## src/rtl/step_gen_pkg.sv

```systemverilog
// step_gen_pkg: shared FSM state encoding, run status codes and the step field width.
package step_gen_pkg;
    localparam int STEPS_W = 4;
    typedef enum logic [1:0] {IDLE = 2'd0, CLEAR = 2'd1, RUN = 2'd2, DONE = 2'd3} state_t;
    typedef enum logic [1:0] {OK = 2'd0, ABORTED = 2'd1, INVALID = 2'd2} status_t;
endpackage

```

## src/rtl/step_sequencer_if.sv

```systemverilog
// step_sequencer_if: run-command valid/ready channel into the step sequencer.
interface step_sequencer_if #(parameter int DIV_W = 16, parameter int REP_W = 8);
    import step_gen_pkg::*;
    logic               cmd_valid;
    logic               cmd_ready;
    logic [STEPS_W-1:0] cmd_steps;
    logic [DIV_W-1:0]   cmd_div;
    logic [REP_W-1:0]   cmd_reps;
    modport master (output cmd_valid, cmd_steps, cmd_div, cmd_reps, input cmd_ready);
    modport slave (input cmd_valid, cmd_steps, cmd_div, cmd_reps, output cmd_ready);
endinterface

```

## src/rtl/step_sequencer_prescaler.sv

```systemverilog
// tick_prescaler: counts 0..div-1 while enabled and pulses tick on the last count; div=0 acts as 1.
module tick_prescaler #(parameter int DIV_W = 16) (
    input  logic             clk,
    input  logic             rst,
    input  logic             clr,
    input  logic             en,
    input  logic [DIV_W-1:0] div,
    output logic             tick
);
    logic [DIV_W-1:0] cnt;
    logic [DIV_W-1:0] last;
    always_comb begin
        last = (div == '0) ? '0 : div - DIV_W'(1);
        tick = en && cnt == last;
    end
    always_ff @(posedge clk) begin
        if (rst || clr)
            cnt <= '0;
        else if (en)
            cnt <= tick ? '0 : cnt + DIV_W'(1);
    end
endmodule

```

## src/rtl/step_sequencer.sv

```systemverilog
// step_sequencer: accepts a run command, clears the step counter, then ticks it until it wraps reps times.
// Optional STEP_SEQ_PAUSE_EN adds a pause input that freezes ticking during RUN.
module step_sequencer
    import step_gen_pkg::*;
#(
    parameter int DIV_W = 16,
    parameter int REP_W = 8
) (
    input  logic               clk,
    input  logic               rst,
    step_sequencer_if.slave    cmd,
    input  logic               abort,
`ifdef STEP_SEQ_PAUSE_EN
    input  logic               pause,
`endif
    output logic               ctr_rst,
    output logic               ctr_tick,
    output logic [STEPS_W-1:0] ctr_steps,
    input  logic [STEPS_W-1:0] count_in,
    output logic               busy,
    output logic               done,
    output logic [1:0]         status,
    output logic [REP_W-1:0]   reps_done
);
    state_t           state, state_n;
    status_t          status_q, status_n;
    logic [DIV_W-1:0] div_q;
    logic [REP_W-1:0] reps_q, reps_inc;
    logic             pause_i, accept, wrap, tick_en;

`ifdef STEP_SEQ_PAUSE_EN
    assign pause_i = pause;
`else
    assign pause_i = 1'b0;
`endif

    assign cmd.cmd_ready = state == IDLE;
    assign accept        = cmd.cmd_valid && cmd.cmd_ready;
    assign busy          = state == CLEAR || state == RUN;
    assign done          = state == DONE;
    assign ctr_rst       = state == CLEAR;
    assign status        = status_q;
    // abort wins over a coincident tick, so it gates the prescaler enable itself
    assign tick_en       = state == RUN && !abort && !pause_i;
    assign wrap          = ctr_tick && count_in == ctr_steps - STEPS_W'(1);
    assign reps_inc      = (&reps_done) ? reps_done : reps_done + REP_W'(1);

    tick_prescaler #(.DIV_W(DIV_W)) u_presc (
        .clk  (clk),
        .rst  (rst),
        .clr  (state == CLEAR),
        .en   (tick_en),
        .div  (div_q),
        .tick (ctr_tick)
    );

    always_comb begin
        state_n  = state;
        status_n = status_q;
        case (state)
            IDLE: if (accept) begin
                state_n  = CLEAR;
                status_n = OK;
            end
            CLEAR: begin
                state_n  = abort ? DONE : (ctr_steps == '0 || reps_q == '0) ? DONE : RUN;
                status_n = abort ? ABORTED : (ctr_steps == '0 || reps_q == '0) ? INVALID : OK;
            end
            RUN: if (abort) begin
                state_n  = DONE;
                status_n = ABORTED;
            end else if (wrap && reps_inc == reps_q) begin
                state_n  = DONE;
                status_n = OK;
            end
            default: state_n = IDLE;
        endcase
    end

    always_ff @(posedge clk) begin
        if (rst) begin
            state     <= IDLE;
            status_q  <= OK;
            ctr_steps <= '0;
            div_q     <= '0;
            reps_q    <= '0;
            reps_done <= '0;
        end else begin
            state    <= state_n;
            status_q <= status_n;
            if (accept) begin
                ctr_steps <= cmd.cmd_steps;
                div_q     <= cmd.cmd_div;
                reps_q    <= cmd.cmd_reps;
                reps_done <= '0;
            end else if (wrap) begin
                reps_done <= reps_inc;
            end
        end
    end
endmodule

```

## src/flat_wrapper.sv

```systemverilog
// flat-port wrapper written by rule: the top's interface ports become plain ports
module step_sequencer_flat import step_gen_pkg::*;
#(
    parameter int DIV_W = 16,
    parameter int REP_W = 8
)
  (clk, rst, abort, ctr_rst, ctr_tick, ctr_steps, count_in, busy, done, status, reps_done, cmd_cmd_valid, cmd_cmd_steps, cmd_cmd_div, cmd_cmd_reps, cmd_cmd_ready);
  step_sequencer_if #(.DIV_W(DIV_W), .REP_W(REP_W)) cmd_i ();
  input  logic clk;
  input  logic rst;
  input  logic abort;
  output logic ctr_rst;
  output logic ctr_tick;
  output logic [STEPS_W-1:0] ctr_steps;
  input  logic [STEPS_W-1:0] count_in;
  output logic busy;
  output logic done;
  output logic [1:0] status;
  output logic [REP_W-1:0] reps_done;
  input wire logic [$bits(cmd_i.cmd_valid)-1:0] cmd_cmd_valid;
  input wire logic [$bits(cmd_i.cmd_steps)-1:0] cmd_cmd_steps;
  input wire logic [$bits(cmd_i.cmd_div)-1:0] cmd_cmd_div;
  input wire logic [$bits(cmd_i.cmd_reps)-1:0] cmd_cmd_reps;
  output wire logic [$bits(cmd_i.cmd_ready)-1:0] cmd_cmd_ready;
  assign cmd_i.cmd_valid = cmd_cmd_valid;
  assign cmd_i.cmd_steps = cmd_cmd_steps;
  assign cmd_i.cmd_div = cmd_cmd_div;
  assign cmd_i.cmd_reps = cmd_cmd_reps;
  assign cmd_cmd_ready = cmd_i.cmd_ready;
  step_sequencer #(.DIV_W(DIV_W), .REP_W(REP_W)) u_core (.clk(clk), .rst(rst), .cmd(cmd_i), .abort(abort), .ctr_rst(ctr_rst), .ctr_tick(ctr_tick), .ctr_steps(ctr_steps), .count_in(count_in), .busy(busy), .done(done), .status(status), .reps_done(reps_done));
endmodule
```

## config.mk

```make
export PLATFORM = sky130hd
export DESIGN_NAME = step_sequencer_flat
export DESIGN_NICKNAME = d
export VERILOG_FILES = /design/src/rtl/step_gen_pkg.sv /design/src/rtl/step_sequencer_if.sv /design/src/rtl/step_sequencer_prescaler.sv /design/src/rtl/step_sequencer.sv /design/src/flat_wrapper.sv
export SDC_FILE = /design/constraint.sdc
export NUM_CORES = 1
export LEC_CHECK = 0
export ABC_CLOCK_PERIOD_IN_PS = 6100
export CORE_MARGIN = 3
export CORE_UTILIZATION = 59
export CTS_CLUSTER_DIAMETER = 120
export DETAILED_ROUTE_END_ITERATION = 8
export PLACE_DENSITY = 0.95
export SLEW_MARGIN = 20
export SYNTH_ARGS = -nofsm -noshare
export SYNTH_HDL_FRONTEND = slang
export SYNTH_SLANG_ARGS = --single-unit
```

## constraint.sdc

```tcl
create_clock -name clk -period 6.1 [get_ports clk]
set_input_delay 1.22 -clock clk [delete_from_list [all_inputs] [get_ports clk]]
set_output_delay 1.22 -clock clk [all_outputs]
set_load 0.01 [all_outputs]
```

## Word level (Yosys, flattened, before mapping)

Cells that the tools add are included.

| operators by class | value |
|---|---|
| reductions and logical operators | 18 |
| equality and inequality tests | 8 |
| add/sub/neg operators | 4 |
| mux-type cells | 15 |

Operators by type and width:

| cell | number |
|---|---|
| 16-bit two-way mux | 2 |
| 2-bit two-way mux | 9 |
| 16-bit by 1-bit adder with 16-bit output, second input constant | 1 |
| 16-bit == test | 1 |
| 16-bit logical NOT | 1 |
| 16-bit by 1-bit subtractor with 16-bit output, second input constant | 1 |
| 2-bit case mux with 3 select lines | 2 |
| 8-bit by 1-bit adder with 8-bit output, second input constant | 1 |
| 8-bit == test | 1 |
| 8-bit logical NOT | 1 |
| 8-bit two-way mux | 1 |
| 8-bit AND reduction | 1 |
| 1-bit logical AND | 5 |
| 2-bit == test, second input constant | 2 |
| 4-bit == test | 1 |
| 4-bit logical NOT | 1 |
| 4-bit by 1-bit subtractor with 4-bit output, second input constant | 1 |
| 1-bit logical OR | 3 |
| 3-bit != test, second input constant | 1 |
| 3-bit AND reduction | 1 |
| 3-bit nonzero test | 1 |
| 2-bit by 1-bit == test with 1-bit output, second input constant | 1 |
| 2-bit logical NOT | 1 |
| 2-bit != test, second input constant | 1 |
| other kinds (4) | 4 |

| word-level totals | value |
|---|---|
| bits of input ports | 36 |
| bits in registers | 56 |
| output and inout bits | 19 |
| logic and storage cells | 52 |

## Depth between registers and ports, before layout

Gate-level depths: netlist of run 1.

| logic depth | value |
|---|---|
| depth in word-level cells | 9 |
| mapped depth | 15 |
| mapped depth without buffers | 11 |

## By module

A second synthesis of run 1 with hierarchy kept.

| second synthesis, totals | value |
|---|---|
| cells, all modules | 450 |
| area, all modules | 3619.7 sq um |

By module, submodules not included:

| module | cells an instance | times used | area each (sq um) | seq. area each (sq um) |
|---|---|---|---|---|
| step_sequencer | 250 | 1 | 1993.2 | 800.8 |
| tick_prescaler | 200 | 1 | 1626.6 | 320.3 |

## Worst setup path after synthesis of run 1

OpenSTA, ideal clock, no wires.

| timing | value |
|---|---|
| kind | register to output |
| from | register u_core.div_q[2] |
| to | output ctr_tick |
| data arrival time | 2.565 ns |
| cell stages (with the launch flop) | 9 |
| path buffers | 1 |
| required time | 4.880 ns |
| path slack | 2.315 ns |
| path through | dfxtp_1 or4_1 buf_2 o31a_1 or4b_1 o22a_1 o32a_1 nand4b_1 nor2_1 |

| on the way | value |
|---|---|
| word-level cells in the longest chain between the ends | 4 |
| elaborated cells between the ends (all ways) | 5 |
| classes of those cells | 1 x add/sub; 1 x eq/ne; 1 x mux; 2 x reduce/logical |

Ends and longest elaborated chain:

| what | RTL line | RTL |
|---|---|---|
| start, declared | step_sequencer.sv:27 | `logic [DIV_W-1:0] div_q;` |
| start signal, assigned | step_sequencer.sv:93 | `div_q <= cmd.cmd_div;` |
| 16-bit by 1-bit subtractor with 16-bit output / 16-bit logical NOT (equally long branches) | step_sequencer_prescaler.sv:13 | `last = (div == '0) ? '0 : div - DIV_W'(1);` |
| 16-bit two-way mux (*) | step_sequencer_prescaler.sv:13 |  |
| 16-bit == test (*) | step_sequencer_prescaler.sv:14 | `tick = en && cnt == last;` |
| 1-bit logical AND (*) | step_sequencer_prescaler.sv:14 |  |
| end, declared | flat_wrapper.sv:13 | `output logic ctr_tick;` |

Mark *: on every way between the ends. The rest lies on a longest branch, timed or not.

## Final worst setup path of run 1

Same ends and word-level chain as after synthesis.

==> results of run 1 <==
[registers in the layout (all words and copies together) (netlist names)]
name                count
u_core.reps_done        8
u_core.status           2
u_core.reps_q           8
u_core.ctr_steps        4
u_core.u_presc.cnt     16
u_core.div_q           16
u_core.state            2
[metrics by stage]
step / power (mW) / hold slack, ps / setup slack [ps]
6_report: 1.32 / 480 / 1070
3_5_place_dp: 1.11 / 469 / 1390
3_3_place_gp: 1.08 / 470 / 1440
2_1_floorplan: 0.934 / 457 / 2310
4_1_cts: 1.31 / 484 / 1110
5_1_grt: 1.41 / 520 / 948
[cells in the final DEF, fill, tap and decap left out, types with 10 or more instances in the layout]
cell	Yosys	layout
a21oi_1	42	42
o21ai_0	15	15
nor2_1	36	36
xnor2_1	23	23
nor4_1	10	10
inv_1	16	16
nand2_1	79	79
nand3_1	12	12
xor2_1	18	18
clkdlybuf4s50_1	0	54
nor3_1	16	16
dfxtp_1	56	56
and3_1	10	10
[cells by family after synthesis]
group	share of synthesized area (%)
AND/OR/NAND/NOR	29.9
AO/OA/AOI/OAI	19.3
flip-flops	31.6
buffers and inverters	4.83
XOR/XNOR	10.1
adder cells (fa/ha/maj)	2.82
multiplexers	1.41
[worst max-delay path by stage]
stage                    start       end  slack (ps)
2_1_floorplan  u_core.div_q[2]  ctr_tick        2310
3_5_place_dp             abort  ctr_tick        1390
3_3_place_gp             abort  ctr_tick        1440
4_1_cts        u_core.div_q[2]  ctr_tick        1110
5_1_grt        u_core.div_q[2]  ctr_tick         950
6_report       u_core.div_q[2]  ctr_tick        1070
[worst reg2reg max path: stages, from the launching register on]
cell     delay [ps]
dfxtp_1         460
or4_1           730
o31a_1          360
or4b_1          510
o22a_1          200
o32a_1          250
nor4b_4         470
a31oi_1         220
or2_4           290
o41ai_2         280
[final cells by class]
cell class                 count  area, um2
clock buffer                   6       72.6
clock inverter                 1       8.76
fill                         435       1510
inverter                      16       60.1
multi-input combinational    372       2250
sequential                    56       1120
tap                           72       90.1
timing repair buffer          56        556
[metal layers]
metal / wire (um) / global-route usage [%]
met5: 0 / 0
met3: 738 / 5.73
met2: 4290 / 43.6
met1: 3940 / 34.0
met4: 244 / 8.77
[power breakdown]
group	internal (mW)	switching, mW
registers	0.408	0.0620
logic	0.271	0.381
clock network	0.0807	0.119
total	0.760	0.562
==> reports/metrics.cfg, run 1 <==
[clock_network]
root_buffer=clkbuf_8
cts_tree=done
clk_pin_slew_worst_paths_ps=100
htreeDepth=2
numCtsBuffers=5
ctsResizeCount=0
clock_latency_ps=310
post_cts_buffers=0
postCtsHoldBufs=0
cts_sinks=56
clk_path_buf_depth=2

[timing]
tns_ps=0
finalMaxSlewViolations=0
period_minus_slack_ps=5030
setup_violations=0
hold_viol=0
rsz0062_at_grt=no
relSlewSlack_pct=35.7
tightestPinTransition_ps=965
skew_ps=10.1
period_share_pct=82.5
fmax_mhz=199

[logic_synthesis]
ys_seq_area_share_pct=31.6
syn_inst=473
async_reset_ff_share_pct=0
synth_flop_cell=dfxtp_1
synthMostInstantiatedCell=nand2_1
ys_top_cells_by_count=79 x nand2_1, 56 x dfxtp_1, 42 x a21oi_1
synth-edff-count=0
synth_top_area_cell=dfxtp_1
synth_fp_nets=517
synth_seq_cells=56
yosysUniqueCellTypes=56
yosys_warnings=0
syn_area_um2=3550
synth_top_area_share_pct=31.6
netlist_top_cells_area=dfxtp_1 32%, nand2_1 8.4%, a21oi_1 5.9%
synth_area_per_cell_um2=7.50

[hold_path]
whs_path_depth=2
min_delay_worst_endpoint=u_core.status[1]
hp-class=flip-flop to flip-flop
hold_start=u_core.status[1]

[run]
cap_violations=0

[global_routing]
grt_usage_pct=26.3
grt.overflow.total=0
grt_pass1_vias=3393
grt_max_degree=41
grt_antenna_before_repair=0
grt_pass1_wl_um=15400

[worst_setup_path]
crit_chain=or4_1, o31a_1, or4b_1, o22a_1, o32a_1, nand4b_1, nor2_1, clkdlybuf4s50_1
crit_type=flip-flop to primary output
cp_num_buf_inv=1
end_kind=primary output
cp.required_ps=4880
crit_slowest_cell=or4_1
r2r.worst_path.cells=9
r2r_setup_slack_ps=2240
slowest_delay_ps=730
r2r-end=u_core.state[0]
path_delay_family=simple AND/OR/NAND/NOR gates
r2r-start=u_core.div_q[2]
cp_num_cells=8
arrival_ps=3810
critPathLaunchType=flip-flop
path_max_fanout=15

[cells_and_area]
fin_nets=551
finalNonFillerCells=579
drive_gt1_share_pct=2.37
design_area_um2=4160
syn2layout_area_growth_pct=17.4
antennaDiodeCount=0
post-route-util_pct=73.3

[placement]
placed_cells=572
io_buffers=54
place_congestion=0.934
place_area_um2=4080
dp_hpwl_um=6990

[route]
wl_um=9210
ant_nets=0
vias=3649
drc=0
drt_iter0_drc=390
vias_per_cell=6.30
routedWlPerCell_um=15.9
firstDrtPassIters=5

[pwr]
p_leak_nw=1.49
irDropWorstVdd_mv=0.188
power.density_nw_per_um2=317

[status]
status=finished clean

[die]
coreArea_um2=5680
initial_core_util_pct=62.5
dieArea_um2=6980
fp.dieW_um=83.5
die_y_um=83.5
ios=55
rows=27

Power figures use the tool's default switching activity.
==> run 2: changes to the inputs <==
--- a/config.mk
+++ b/config.mk
@@ -5,12 +5,12 @@
 export SDC_FILE = /design/constraint.sdc
 export NUM_CORES = 1
 export LEC_CHECK = 0
-export ABC_CLOCK_PERIOD_IN_PS = 6100
+export ABC_CLOCK_PERIOD_IN_PS = 5000
 export CORE_MARGIN = 3
-export CORE_UTILIZATION = 59
+export CORE_UTILIZATION = 54
 export CTS_CLUSTER_DIAMETER = 120
 export DETAILED_ROUTE_END_ITERATION = 8
-export PLACE_DENSITY = 0.95
+export PLACE_DENSITY = 0.92
 export SLEW_MARGIN = 20
 export SYNTH_ARGS = -nofsm -noshare
 export SYNTH_HDL_FRONTEND = slang
==> constraint.sdc (replaced) <==
create_clock -name clk -period 5 [get_ports clk]
set_input_delay 1 -clock clk [delete_from_list [all_inputs] [get_ports clk]]
set_output_delay 1 -clock clk [all_outputs]
set_load 0.01 [all_outputs]
==> run 2 against run 1 <==
Compared with the run above: sequential share of layout area shrank 0.22 points; combinational power grew 20%; sequential power grew 22%; clock power grew 52%; non-clock buffer count is the same; final area grew 0.81%; critical path depth is the same; critical path type unchanged; largest cell class unchanged.
==> reports/metrics.cfg, run 2 (synthesized netlist as in run 1, its figures left out) <==
[cells_and_area]
fin_nets=551
reg_top3=u_core.div_q (16), u_core.u_presc.cnt (16)
drive_gt1_share_pct=2.56
final_cell_mix=79 x nand2_1, 56 x dfxtp_1, 54 x clkdlybuf4s50_1
syn2layout_area_growth_pct=18.3
antennaDiodeCount=0
fillers=469
finalNonFillerCells=583
design_area_um2=4200
final_common_cell=nand2_1

[clock_network]
postCtsHoldBufs=0
clock_latency_ps=310
post_cts_buffers=0
clk_pin_slew_worst_paths_ps=100
cts_sinks=56
cts_tree=done
root_buffer=clkbuf_8
htreeDepth=2
clk_path_buf_depth=2
ctsResizeCount=0
numCtsBuffers=5

[hold_path]
hp-class=flip-flop to flip-flop
hold_start=u_core.status[0]

[route]
wl_um=8790
vias_per_cell=6.06
firstDrtPassIters=5
vias=3531
drt_iter0_drc=416
routedWlPerCell_um=15.1
ant_nets=0
drc=0

[pwr]
sw_frac_of_total_pct=40.9
combPwrFrac_pct=47.2
power_frac_clock_pct=18.3
switching_power_mw=0.677
p_int_mw=0.980
irDropWorstVdd_mv=0.233
seqPwrFrac_pct=34.5
power.density_nw_per_um2=395
p_leak_nw=1.51

[global_routing]
grt_pass1_wl_um=14800
grt_antenna_before_repair=0
grt_max_degree=41
grt_usage_pct=23.9
grt.overflow.total=0
grt_pass1_vias=3305

[status]
status=finished clean

[die]
coreArea_um2=6130
ios=55
die_y_um=87.1
rows=28
initial_core_util_pct=57.9
fp.dieW_um=87.1
dieArea_um2=7580

[timing]
fmax_mhz=210
relSlewSlack_pct=35.5
setup_violations=0
tightestPinTransition_ps=967
finalMaxSlewViolations=0
rsz0062_at_grt=no
hold_viol=0
tns_ps=0
period_minus_slack_ps=4760
skew_ps=6.99
period_share_pct=95.2

[worst_setup_path]
path_max_fanout=15
cp.required_ps=4000
r2r-start=u_core.div_q[2]
startpoint=u_core.div_q[2]
end_kind=primary output
arrival_ps=3760
slowest_delay_ps=730
crit_chain=or4_1, o31a_1, or4b_1, o22a_1, o32a_1, nand4b_1, nor2_1, clkdlybuf4s50_1
critPathLaunchType=flip-flop
crit_slowest_cell=or4_1
crit_type=flip-flop to primary output

[placement]
place_congestion=0.951
dp_hpwl_um=6510
placed_cells=575
io_buffers=54
place_area_um2=4090

[run]
cap_violations=0

[run 2: layout make-up]
type | instances | area (um2) | area share, %
flip-flops and latches | 56 | 1120 | 26.7
repair buffers | 56 | 556 | 13.2
well taps | 75 | 93.8 | 2.24
clock inverters | 2 | 38.8 | 0.924
inverters | 16 | 60.1 | 1.43
clock buffers | 6 | 72.6 | 1.73
multi-input cells | 372 | 2250 | 53.7
[run 2: routing by layer]
metal	vias to the layer above	GRT usage, %	routed length, um
met3	19	4.64	671
met5	-	0	0
met1	1597	32.7	4040
met2	159	37.7	3940
li1	1756	-	-
met4	0	7.65	135
[run 2: power by group through the flow]
stage / Combinational, mW / Sequential, mW / Clock (mW)
2_1_floorplan: 0.588 / 0.552 / 0
3_3_place_gp: 0.750 / 0.576 / 0
3_5_place_dp: 0.764 / 0.579 / 0
4_1_cts: 0.771 / 0.569 / 0.306
5_1_grt: 0.857 / 0.582 / 0.321
6_report: 0.782 / 0.572 / 0.304
[run 2: critical path, delay by kind of cell (launching register included)]
kind / cells / cell delay [ps]
compound gates: 3 / 790
buf+inv: 1 / 560
flops: 1 / 470
simple gates: 4 / 1620
[run 2: worst paths after layout]
check,end,slack [ps],depth (start not counted)
worst max-delay path,ctr_tick,240,8
worst min register to register,u_core.status[0],490,2
worst min-delay path,u_core.status[0],490,2
worst max register to register,u_core.state[0],1160,9
[run 2: per-stage QoR]
step | power, mW | utilization, % | setup WS (ps) | hold slack (ps)
final | 1.66 | 68.4 | 241 | 493
after global routing | 1.76 | 68.4 | 77.1 | 509
after CTS | 1.65 | 68.4 | 257 | 490
after detailed placement | 1.34 | 66.6 | 620 | 476
after global placement | 1.33 | 66.6 | 686 | 472
after floorplan | 1.14 | - | 1430 | 457
==> run 3: changes to the inputs <==
--- a/config.mk
+++ b/config.mk
@@ -6,7 +6,6 @@
 export NUM_CORES = 1
 export LEC_CHECK = 0
 export ABC_CLOCK_PERIOD_IN_PS = 5000
-export CORE_MARGIN = 3
 export CORE_UTILIZATION = 54
 export CTS_CLUSTER_DIAMETER = 120
 export DETAILED_ROUTE_END_ITERATION = 8
==> run 3 against run 2 <==
Compared with the run above: non-clock buffer count increased by 1; register-to-register slack worse by 80 ps; global-route usage grew 3.2 points; clock-buffer cell count is the same; hold slack got worse by 5.0 ps; sequential share of layout area is essentially flat; via count increased by 3.5%; critical path type unchanged; critical path depth unchanged.
==> reports/metrics.cfg, run 3 (synthesized netlist as in run 1, its figures left out) <==
[worst_setup_path]
crit_slowest_cell=or4_1
cp.required_ps=4000
path_max_fanout=15
crit_chain=or4_1, o31a_1, or4b_1, o22a_1, o32a_1, nand4b_1, nor2_1, clkdlybuf4s50_1
startpoint=u_core.div_q[2]
slowest_delay_ps=720
r2r_setup_slack_ps=1080
arrival_ps=3790
r2r.worst_path.cells=11
end_kind=primary output
r2r-end=u_core.state[0]
crit_end=ctr_tick
r2r-start=u_core.div_q[0]
crit_type=flip-flop to primary output
critPathLaunchType=flip-flop

[clock_network]
clock_latency_ps=320
post_cts_buffers=0
clk_path_buf_depth=2
ctsResizeCount=0
htreeDepth=2
cts_sinks=56
numCtsBuffers=5
cts_tree=done
clk_pin_slew_worst_paths_ps=110
postCtsHoldBufs=0
root_buffer=clkbuf_8

[die]
rows=29
fp.dieW_um=83.1
initial_core_util_pct=55.9
ios=55
die_y_um=83.1
coreArea_um2=6350
dieArea_um2=6900

[timing]
period_share_pct=95.9
tns_ps=0
rsz0062_at_grt=no
setup_violations=0
whs_ps=488
finalMaxSlewViolations=0
tightestPinTransition_ps=919
period_minus_slack_ps=4790
fmax_mhz=209
skew_ps=7.34
relSlewSlack_pct=38.6
hold_viol=0

[route]
firstDrtPassIters=6
drt_iter0_drc=273
dr_wl_met2_um=4510
routedWlPerCell_um=16.0
drc=0
vias_per_cell=6.23
ant_nets=0
wl_met1_um=3950
wl_um=9360
highest_layer=met4
vias=3653
wl_met3_um=580

[status]
status=finished clean

[placement]
dp_hpwl_um=6980
place_congestion=0.925
io_buffers=54
place_area_um2=4090

[cells_and_area]
final_common_cell=nand2_1
syn2layout_area_growth_pct=18.2
reg_top3=u_core.div_q (16), u_core.u_presc.cnt (16)
antennaDiodeCount=0
final_cell_mix=79 x nand2_1, 56 x dfxtp_1, 54 x clkdlybuf4s50_1
drive_gt1_share_pct=2.75
fin_nets=552
design_area_um2=4190

[global_routing]
grt.overflow.total=0
grt_max_degree=41
grt_pass1_wl_um=15300
grt_pass1_vias=3336
grt_antenna_before_repair=0
grt_usage_pct=27.0

[pwr]
irDropWorstVdd_mv=0.259
p_leak_nw=1.50
power.density_nw_per_um2=391

[run]
cap_violations=0

[hold_path]
hp-class=flip-flop to flip-flop

[run 3: critical path, delay by kind of cell, from the launching register on]
family,cells,cell delay (ps)
buffers and inverters,1,580
AOI/OAI and AO/OA,3,770
and+or+nand+nor,4,1660
DFF,1,460
[run 3: report_power, final]
part           switching, mW  internal [mW]
Clock                  0.161          0.100
Combinational          0.464          0.339
Sequential            0.0761          0.498
Total                  0.701          0.937
[run 3: area by class of cell]
type,instances,area [um2]
timing repair buffer,57,571
fill,559,2160
clock buffer,6,72.6
sequential,56,1120
inverter,16,60.1
clock inverter,2,16.3
multi-input combinational,372,2250
tap,77,96.3
[run 3: how the worst min path moves through the flow]
stage	startpoint	end	slack, ps	cells after the start
floorplan	u_core.div_q[11]	u_core.div_q[11]	460	2
global placement	u_core.status[1]	u_core.status[1]	470	2
global route	u_core.reps_q[3]	u_core.reps_q[3]	500	2
finish	u_core.status[1]	u_core.status[1]	490	2
CTS	u_core.status[1]	u_core.status[1]	490	2
detailed placement	u_core.reps_q[3]	u_core.reps_q[3]	470	2
[run 3: stage by stage]
stage | total power, mW | util [%] | setup WS, ps | std cells
6_report | 1.64 | 66.0 | 206 | 586
5_1_grt | 1.74 | 66.0 | 61.7 | 586
4_1_cts | 1.61 | 65.8 | 236 | 585
3_5_place_dp | 1.36 | 64.4 | 606 | 577
3_3_place_gp | 1.33 | 64.4 | 658 | 577
2_1_floorplan | 1.14 | - | 1430 | 473
[run 3: layer usage]
metal / vias up / global-route usage (%)
met2: 172 / 47.9
li1: 1749 / -
met5: - / 0
met3: 38 / 3.38
met4: 0 / 11.9
met1: 1694 / 32.7
